===== config.mk =====
export PLATFORM = sky130hd
export DESIGN_NAME = soc_msp430_trace_arbiter
export DESIGN_NICKNAME = d
export VERILOG_FILES = /design/src/rtl/soc_msp430_trace_arbiter.sv
export SDC_FILE = /design/constraint.sdc
export NUM_CORES = 1
export LEC_CHECK = 0
export CAP_MARGIN = 10
export CORE_MARGIN = 2
export CORE_UTILIZATION = 30
export CTS_CLUSTER_SIZE = 12
export DETAILED_ROUTE_END_ITERATION = 8
export PLACE_DENSITY_LB_ADDON = 0.3
export SLEW_MARGIN = 10
export SYNTH_ARGS = -nofsm -noshare
export SYNTH_HDL_FRONTEND = slang
export SYNTH_SLANG_ARGS = --single-unit

===== constraint.sdc =====
create_clock -name mclk -period 7.8 [get_ports mclk]
set_clock_uncertainty 0.15 [all_clocks]
set_input_delay 1.17 -clock mclk [delete_from_list [all_inputs] [get_ports mclk]]
set_output_delay 1.17 -clock mclk [all_outputs]
set_load 0.02 [all_outputs]

===== src/rtl/soc_msp430_trace_arbiter.sv =====
// Merges decode-event traces from both MSP430 cores into one shared FIFO.
// Each core owns a one-entry pending slot; a round-robin arbiter moves one slot per cycle into the FIFO.
module soc_msp430_trace_arbiter #(
    parameter int DEPTH = 8,
    parameter int TS_W  = 16
) (
    input  logic                     mclk,
    input  logic                     puc_rst,
    input  logic                     trace_en,
    input  logic                     clear_stats,
    input  logic                     c0_decode,
    input  logic [15:0]              c0_pc,
    input  logic [15:0]              c0_ir,
    input  logic                     c0_irq_detect,
    input  logic                     c1_decode,
    input  logic [15:0]              c1_pc,
    input  logic [15:0]              c1_ir,
    input  logic                     c1_irq_detect,
    output logic                     trc_valid,
    input  logic                     trc_ready,
    output logic                     trc_core,
    output logic [15:0]              trc_pc,
    output logic [15:0]              trc_ir,
    output logic                     trc_irq,
    output logic [TS_W-1:0]          trc_ts,
    output logic [$clog2(DEPTH):0]   fifo_level,
    output logic [15:0]              drop_cnt0,
    output logic [15:0]              drop_cnt1,
    output logic                     overflow
);
    localparam int AW = $clog2(DEPTH);
    localparam int LW = AW + 1;
    localparam logic [LW-1:0] DEPTH_L = LW'(DEPTH);

    typedef struct packed {
        logic            core;
        logic [15:0]     pc;
        logic [15:0]     ir;
        logic            irq;
        logic [TS_W-1:0] ts;
    } entry_t;

    logic [TS_W-1:0] ts_cnt_q;
    entry_t          slot_q [2];
    entry_t          slot_d [2];
    logic [1:0]      pend_q, pend_d;
    logic            last_grant_q;
    entry_t          mem_q [DEPTH];
    logic [AW-1:0]   wr_ptr_q, rd_ptr_q;
    logic [LW-1:0]   level_q, level_d;
    logic [15:0]     drop0_q, drop1_q;
    logic            ovf_q;

    logic [1:0]      dec, granted, drop;
    entry_t          new_ev [2];
    logic            pop, push_ok, gnt_valid, gnt_core;

    // Trace port: an entry transfers on any edge where trc_valid and trc_ready are both high;
    // trc_valid depends only on occupancy, and head fields are stable until that transfer.
    assign trc_valid = (level_q != '0);
    assign pop       = trc_valid && trc_ready;
    assign push_ok   = (level_q < DEPTH_L) || pop;
    assign gnt_valid = push_ok && (pend_q != 2'b00);
    // On a tie the core that did not win last time gets the slot.
    assign gnt_core  = (pend_q == 2'b11) ? ~last_grant_q : pend_q[1];

    assign dec[0]    = c0_decode && trace_en;
    assign dec[1]    = c1_decode && trace_en;
    assign new_ev[0] = '{core: 1'b0, pc: c0_pc, ir: c0_ir, irq: c0_irq_detect, ts: ts_cnt_q};
    assign new_ev[1] = '{core: 1'b1, pc: c1_pc, ir: c1_ir, irq: c1_irq_detect, ts: ts_cnt_q};

    always_comb begin
        pend_d  = pend_q;
        granted = 2'b00;
        drop    = 2'b00;
        for (int i = 0; i < 2; i++) begin
            slot_d[i]  = slot_q[i];
            granted[i] = gnt_valid && (gnt_core == 1'(i));
            drop[i]    = dec[i] && pend_q[i] && !granted[i];
            // A slot drained this cycle can accept the new event without loss.
            if (dec[i] && (!pend_q[i] || granted[i])) begin
                slot_d[i] = new_ev[i];
                pend_d[i] = 1'b1;
            end else if (granted[i]) begin
                pend_d[i] = 1'b0;
            end
        end
    end

    always_comb begin
        level_d = level_q;
        case ({gnt_valid, pop})
            2'b10:   level_d = level_q + LW'(1);
            2'b01:   level_d = level_q - LW'(1);
            default: level_d = level_q;
        endcase
    end

    always_ff @(posedge mclk) begin
        if (puc_rst) begin
            ts_cnt_q     <= '0;
            pend_q       <= 2'b00;
            last_grant_q <= 1'b1;
            wr_ptr_q     <= '0;
            rd_ptr_q     <= '0;
            level_q      <= '0;
            drop0_q      <= '0;
            drop1_q      <= '0;
            ovf_q        <= 1'b0;
            for (int i = 0; i < 2; i++) slot_q[i] <= '0;
            for (int i = 0; i < DEPTH; i++) mem_q[i] <= '0;
        end else begin
            ts_cnt_q  <= ts_cnt_q + TS_W'(1);
            pend_q    <= pend_d;
            slot_q[0] <= slot_d[0];
            slot_q[1] <= slot_d[1];
            level_q   <= level_d;
            if (gnt_valid) begin
                mem_q[wr_ptr_q] <= slot_q[gnt_core];
                wr_ptr_q        <= wr_ptr_q + AW'(1);
                last_grant_q    <= gnt_core;
            end
            if (pop) rd_ptr_q <= rd_ptr_q + AW'(1);
            // Clearing takes precedence over a drop landing on the same edge.
            if (clear_stats) begin
                drop0_q <= '0;
                drop1_q <= '0;
                ovf_q   <= 1'b0;
            end else begin
                if (drop[0] && drop0_q != 16'hFFFF) drop0_q <= drop0_q + 16'd1;
                if (drop[1] && drop1_q != 16'hFFFF) drop1_q <= drop1_q + 16'd1;
                if (drop != 2'b00) ovf_q <= 1'b1;
            end
        end
    end

    assign trc_core   = mem_q[rd_ptr_q].core;
    assign trc_pc     = mem_q[rd_ptr_q].pc;
    assign trc_ir     = mem_q[rd_ptr_q].ir;
    assign trc_irq    = mem_q[rd_ptr_q].irq;
    assign trc_ts     = mem_q[rd_ptr_q].ts;
    assign fifo_level = level_q;
    assign drop_cnt0  = drop0_q;
    assign drop_cnt1  = drop1_q;
    assign overflow   = ovf_q;
endmodule

==> results.ini, run 1 <==
[placed_design]
dp_hpwl_microns=35200
pre_cts_ws_ps=3040
place_inst=2807
io_buffer_count=160
gp_congestion=0.765

[timing]
max_freq_mhz=198
setup_ws_ps=2750
finalSetupTns_ps=0
worst_pin_slew_ps=1190
max-slew-margin-rel_pct=20.0
finalCriticalPeriod_ps=5050
rsz0062_at_grt=no
fin_crit_sh_pct=64.7
setup_violations=0
hold_violations=0
slew_violations=0

[critical_path]
reg2reg_depth=6
cp-end-kind=primary output
worstSetupPathType=reg -> out
crit_required_ps=6480
start_kind=register
critPathMaxFanout=36
cp.arrival_ps=3730

[grt]
grt_pass1_vias=15100
grt_start_max_net_pins=84
grt_use_total_pct=14.7
grt_pass1_wl_microns=92600
grt-ovfl-total=0
antenna_found_initial=1

[synthesis]
synth_seq_area_share_pct=67.5
syn_avg_cell_area_sq_um=14.4
async_reset_ff_share_pct=0
synth_nets=1751
syn_inst=1670
synth_common_cells=499 x edfxtp_1, 430 x nor2_1, 100 x mux4_2, 82 x nor3b_1, 81 x clkbuf_1
syn_area_sq_um=24100
yosysTopAreaCellShare_pct=62.1
ys_warn_count=0
ys_types=58
synth.most_common_cell=edfxtp_1
ys_top_cells_by_area=edfxtp_1 62%, mux4_2 9.3%, nor2_1 6.7%, dfxtp_1 5.4%, nor3b_1 2.6%
yosysTopAreaCell=edfxtp_1
ys_seq_elements=564
synth_edf_count=499
ys.flop_type=edfxtp_1

[routing]
drc=0
drtIter0Drc=1175
viasPerCell=4.96
wl_per_cell_microns=21.0
drtPass1Iterations=5
drtAntennaViolNets=0
vias=14500
routed_wl_microns=61400

[floorplanning]
coreArea_sq_um=80000
die_w_microns=288
rows=104
dieArea_sq_um=82700
die_h_microns=288
ios=161
start_util_pct=30.2

[power_and_ir_drop]
leakage_nw=9.29
power_density_nw_per_um2=266
ir_worst_vdd_v=0.000179
total_power_mw=7.65

[min_path]
hold_depth=1
min_path_type=reg -> reg

[clock_tree]
clkLatencyLatePin_ps=640
cts_tree=built
h-tree-depth=2
clkSinkCount=564
cts_buffers=58
ctsLongestPathBuffers=3
post_cts_buffers=0
cts-resized-gates=0
cts_hold_buf=0
clk_pin_slew_ps=60
root_buffer=clkbuf_16

[outcome]
status=complete, no violations

[cells_and_area]
syn_to_final_growth_pct=19.4
fillerInstances=7562
fin_nets=1888
n_antenna_cell=0
layout-drive-gt1-share_pct=15.6
stdcell_count=2917

[job]
maxCapViolations=0

-- layout make-up --
class / instances / area [sq um] / share of cell area (%)
Clock buffer: 98 / 1750 / 6.08
Clock inverter: 12 / 144 / 0.500
Inverter: 10 / 37.5 / 0.130
Multi-Input combinational cell: 987 / 7450 / 25.9
Sequential cell: 564 / 16300 / 56.6
Tap cell: 1060 / 1330 / 4.61
Timing Repair Buffer: 186 / 1790 / 6.23
-- critical path: stages, from the launching register on --
cell and delay (ps):
dfxtp_4 850, buf_4 730, mux4_2 630, mux2_2 300, clkdlybuf4s50_1 560
-- stage by stage --
stage / utilization, % / hold slack, ps / cell area, sq um
global route: 36.0 / 365 / 28800
CTS: 36.0 / 321 / 28800
detailed placement: 33.6 / 305 / 26900
finish: 36.0 / 314 / 28800
floorplan: - / 275 / 24100
global placement: 33.6 / 304 / 26900
-- layout by cell type (no fill, tap or decap), types with 30 or more instances in the layout --
| cell type | n |
|---|---|
| edfxtp_1 | 499 |
| nor2_1 | 430 |
| clkdlybuf4s50_1 | 159 |
| mux4_2 | 100 |
| nor3b_1 | 82 |
| dfxtp_1 | 62 |
| clkbuf_16 | 58 |
| mux2i_1 | 55 |
| mux2_2 | 52 |
| a21oi_1 | 30 |
-- kinds of logic after synthesis --
group                      after synthesis  share of synthesized area (%)
AOI/OAI and AO/OA                       84                           2.27
xor gates and xnor gates                17                          0.617
DFF                                    564                           67.5
buffers and inverters                  119                           1.98
muxes                                  207                           14.0
adders and majority gates                8                          0.415
and+or+nand+nor                        671                           13.2
-- path summary, 6_finish.rpt --
path                               startpoint      endpoint  slack, ps
worst max register to register  fifo_level[3]  mem_q[0][48]       4450
worst max-delay path                 register     trc_ir[9]       2750
worst min register to register    ts_cnt_q[0]   ts_cnt_q[0]        310
worst min-delay path              ts_cnt_q[0]   ts_cnt_q[0]        310
-- sequential cells by signal, summed over array words and instances (netlist names), 2 cells and up, named ones only --
name        count
mem_q         400
fifo_level      4
rd_ptr_q        3
drop_cnt0      16
pend_q          2
wr_ptr_q        3
slot_q         99
drop_cnt1      16
ts_cnt_q       16
-- metal layers --
metal	track usage (%)	up-vias	wire, microns
li1	-	6551	-
met1	19.7	7425	26600
met2	24.7	414	30100
met3	3.07	77	3670
met4	3.06	2	1030
met5	0	-	13
-- where the power goes --
| group | internal, mW | leakage (nW) | switching (mW) |
|---|---|---|---|
| logic | 0.672 | 2.65 | 0.676 |
| clock network | 1.56 | 0.914 | 1.17 |
| registers | 3.43 | 5.73 | 0.138 |
| total | 5.66 | 9.29 | 1.99 |
No activity file was read; power rests on OpenSTA's default activity.
==> run 2: changes to the inputs <==
Clock period 7.8 ns to 4.65 ns, I/O delays scaled along.
==> run 2 against run 1 <==
Effect of this change: combinational power is 80% higher; power up 67%; worst setup slack got worse by 2100 ps; via count rose by 1.3%; cell count rose by 0.41%; utilization up 0.24 points; register-to-register slack got worse by 2700 ps; clock power is 65% higher; non-clock buffer count is 13 higher; cell area increased by 0.66%; first-iteration DRC count shrank 6.0%; critical endpoint is now trc_ir[0].
==> results.ini, run 2 (synthesized netlist as in run 1, its figures left out) <==
[placed_design]
dp_hpwl_microns=36900  ; was 35200 microns
post_dp_cell_area_sq_um=27100  ; was 26900 sq um
gp_congestion=0.795  ; was 0.765
place_inst=2820  ; was 2807
io_buffer_count=160  ; unchanged
pre_cts_ws_ps=856  ; was 3040 ps

[cells_and_area]
stdcell_count=2929  ; was 2917
layout_commonest_cell=edfxtp_1  ; unchanged
final_cell_mix=499 x edfxtp_1, 430 x nor2_1, 159 x clkdlybuf4s50_1  ; unchanged
fin_area_sq_um=29000  ; was 28800 sq um
largest_reg_flops=400  ; unchanged
syn_to_final_growth_pct=20.1  ; was 19.4%
top_register=mem_q  ; unchanged
reg_top3=mem_q: 400 flops, slot_q: 99 flops  ; unchanged
fillerInstances=7649  ; was 7562
fin_nets=1903  ; was 1888
layout-drive-gt1-share_pct=16.1  ; was 15.6%

[floorplanning]
die_h_microns=288  ; unchanged
dieArea_sq_um=82700  ; unchanged
die_w_microns=288  ; unchanged
coreArea_sq_um=80000  ; unchanged
ios=161  ; unchanged
rows=104  ; unchanged
start_util_pct=30.2  ; unchanged

[timing]
setup_ws_ps=622  ; was 2750 ps
finalSetupTns_ps=0  ; unchanged
max-slew-margin-rel_pct=30.0  ; was 20.0%
max_freq_mhz=248
slew_violations=0  ; unchanged
finalCriticalPeriod_ps=4030
setup_violations=0  ; unchanged
hold_violations=0  ; unchanged
rsz0062_at_grt=no  ; unchanged
worst_pin_slew_ps=1020  ; was 1190 ps
fin_crit_sh_pct=86.6

[routing]
viasPerCell=5.01  ; was 4.96
vias=14700  ; was 14500
drtPass1Iterations=5  ; unchanged
drc=0  ; unchanged
wl_per_cell_microns=21.6  ; was 21.0 microns
drtAntennaViolNets=0  ; unchanged
routed_wl_microns=63300  ; was 61400 microns
drtIter0Drc=1104  ; was 1175

[critical_path]
crit_chain=buf_4 -> mux4_2 -> mux2_2 -> clkdlybuf4s50_1  ; unchanged
critPathMaxFanout=36  ; unchanged
cp-end-kind=primary output  ; unchanged
start_kind=register  ; unchanged
crit_required_ps=3800  ; was 6480 ps
slowest_stage=dfxtp_4  ; unchanged
critPathMaxStageDelay_ps=760  ; was 850 ps
worstSetupPathType=reg -> out  ; unchanged
crit_buf_inv=2  ; unchanged
cpLargestDelayFamily=buffers and inverters  ; unchanged
cp.arrival_ps=3180  ; was 3730 ps

[grt]
grt_pass1_wl_microns=94200  ; was 92600 microns
grt-ovfl-total=0  ; unchanged
grt_use_total_pct=15.1  ; was 14.7%
antenna_found_initial=4  ; was 1
grt_start_max_net_pins=58  ; was 84
grt_pass1_vias=15200  ; was 15100

[power_and_ir_drop]
power_density_nw_per_um2=441  ; was 266 nW/um^2
ir_worst_vdd_v=0.000298  ; was 0.000179 V
leakage_nw=9.39  ; was 9.29 nW

[clock_tree]
cts_buffers=60  ; was 58
cts_hold_buf=0  ; unchanged
cts_tree=built  ; unchanged
h-tree-depth=2  ; unchanged
clk_pin_slew_ps=60  ; about the same
root_buffer=clkbuf_16  ; unchanged
post_cts_buffers=0  ; unchanged
cts-resized-gates=0  ; unchanged
clkSinkCount=564  ; unchanged
ctsLongestPathBuffers=3  ; unchanged
clkLatencyLatePin_ps=650  ; was 640 ps

[outcome]
status=complete, no violations  ; unchanged

[job]
maxCapViolations=0  ; unchanged

[min_path]
min_path_type=reg -> reg  ; unchanged

==> run 2: cell types whose count changed in the layout (fill, tap and decap cells not counted), sizes merged <==
cell,before,now
buf,27,40
bufinv,1,0
clkbuf,98,86
clkinv,10,21
clkinvlp,1,0
diode,0,1
inv,10,11
==> run 2: area by class of cell <==
cell class	instances	area [sq um]	area share (%)
flip-flops and latches	564	16300	56.2
multi-input cells	987	7450	25.7
repair buffers	199	2030	7.00
clock buffers	86	1680	5.79
well taps	1060	1330	4.58
clock inverters	22	168	0.578
inverters	10	37.5	0.129
diodes	1	2.50	0.00863
==> run 2: worst paths after layout <==
| check | start | endpoint | slack (ps) | cells past startpoint |
|---|---|---|---|---|
| min reg2reg | ts_cnt_q[0] | ts_cnt_q[0] | 320 | 1 |
| min | ts_cnt_q[0] | ts_cnt_q[0] | 320 | 1 |
| max | register | trc_ir[0] | 620 | 4 |
| max reg2reg | fifo_level[3] | slot_q[0][13] | 1760 | 5 |
==> run 2: per-layer routing <==
metal / track usage [%] / share of wire, % / vias up
met3: 3.02 / 6.1 / 84
li1: - / - / 6579
met5: 0 / 0.077 / -
met1: 20.2 / 43 / 7582
met2: 25.1 / 49 / 409
met4: 3.87 / 1.9 / 8
==> run 2: through the flow <==
step	utilization (%)	hold WS (ps)	power (mW)
global placement	33.9	302	8.44
CTS	36.2	293	13.0
global route	36.2	314	13.3
detailed placement	33.9	319	8.45
finish	36.2	321	12.8
floorplan	-	275	7.51
==> run 2: worst register-to-register path, cell delays in order, from the launching register on <==
cell     delay (ps)
dfxtp_1         410
and2b_1         440
o21ai_0         310
a32oi_4         720
buf_4           450
nor3b_1         120
==> run 2: report_power, final <==
part / internal (mW) / total, mW / switching, mW / leakage, nW
logic: 1.16 / 2.43 / 1.27 / 2.76
clock network: 2.51 / 4.51 / 2.00 / 0.899
registers: 5.74 / 5.86 / 0.113 / 5.73
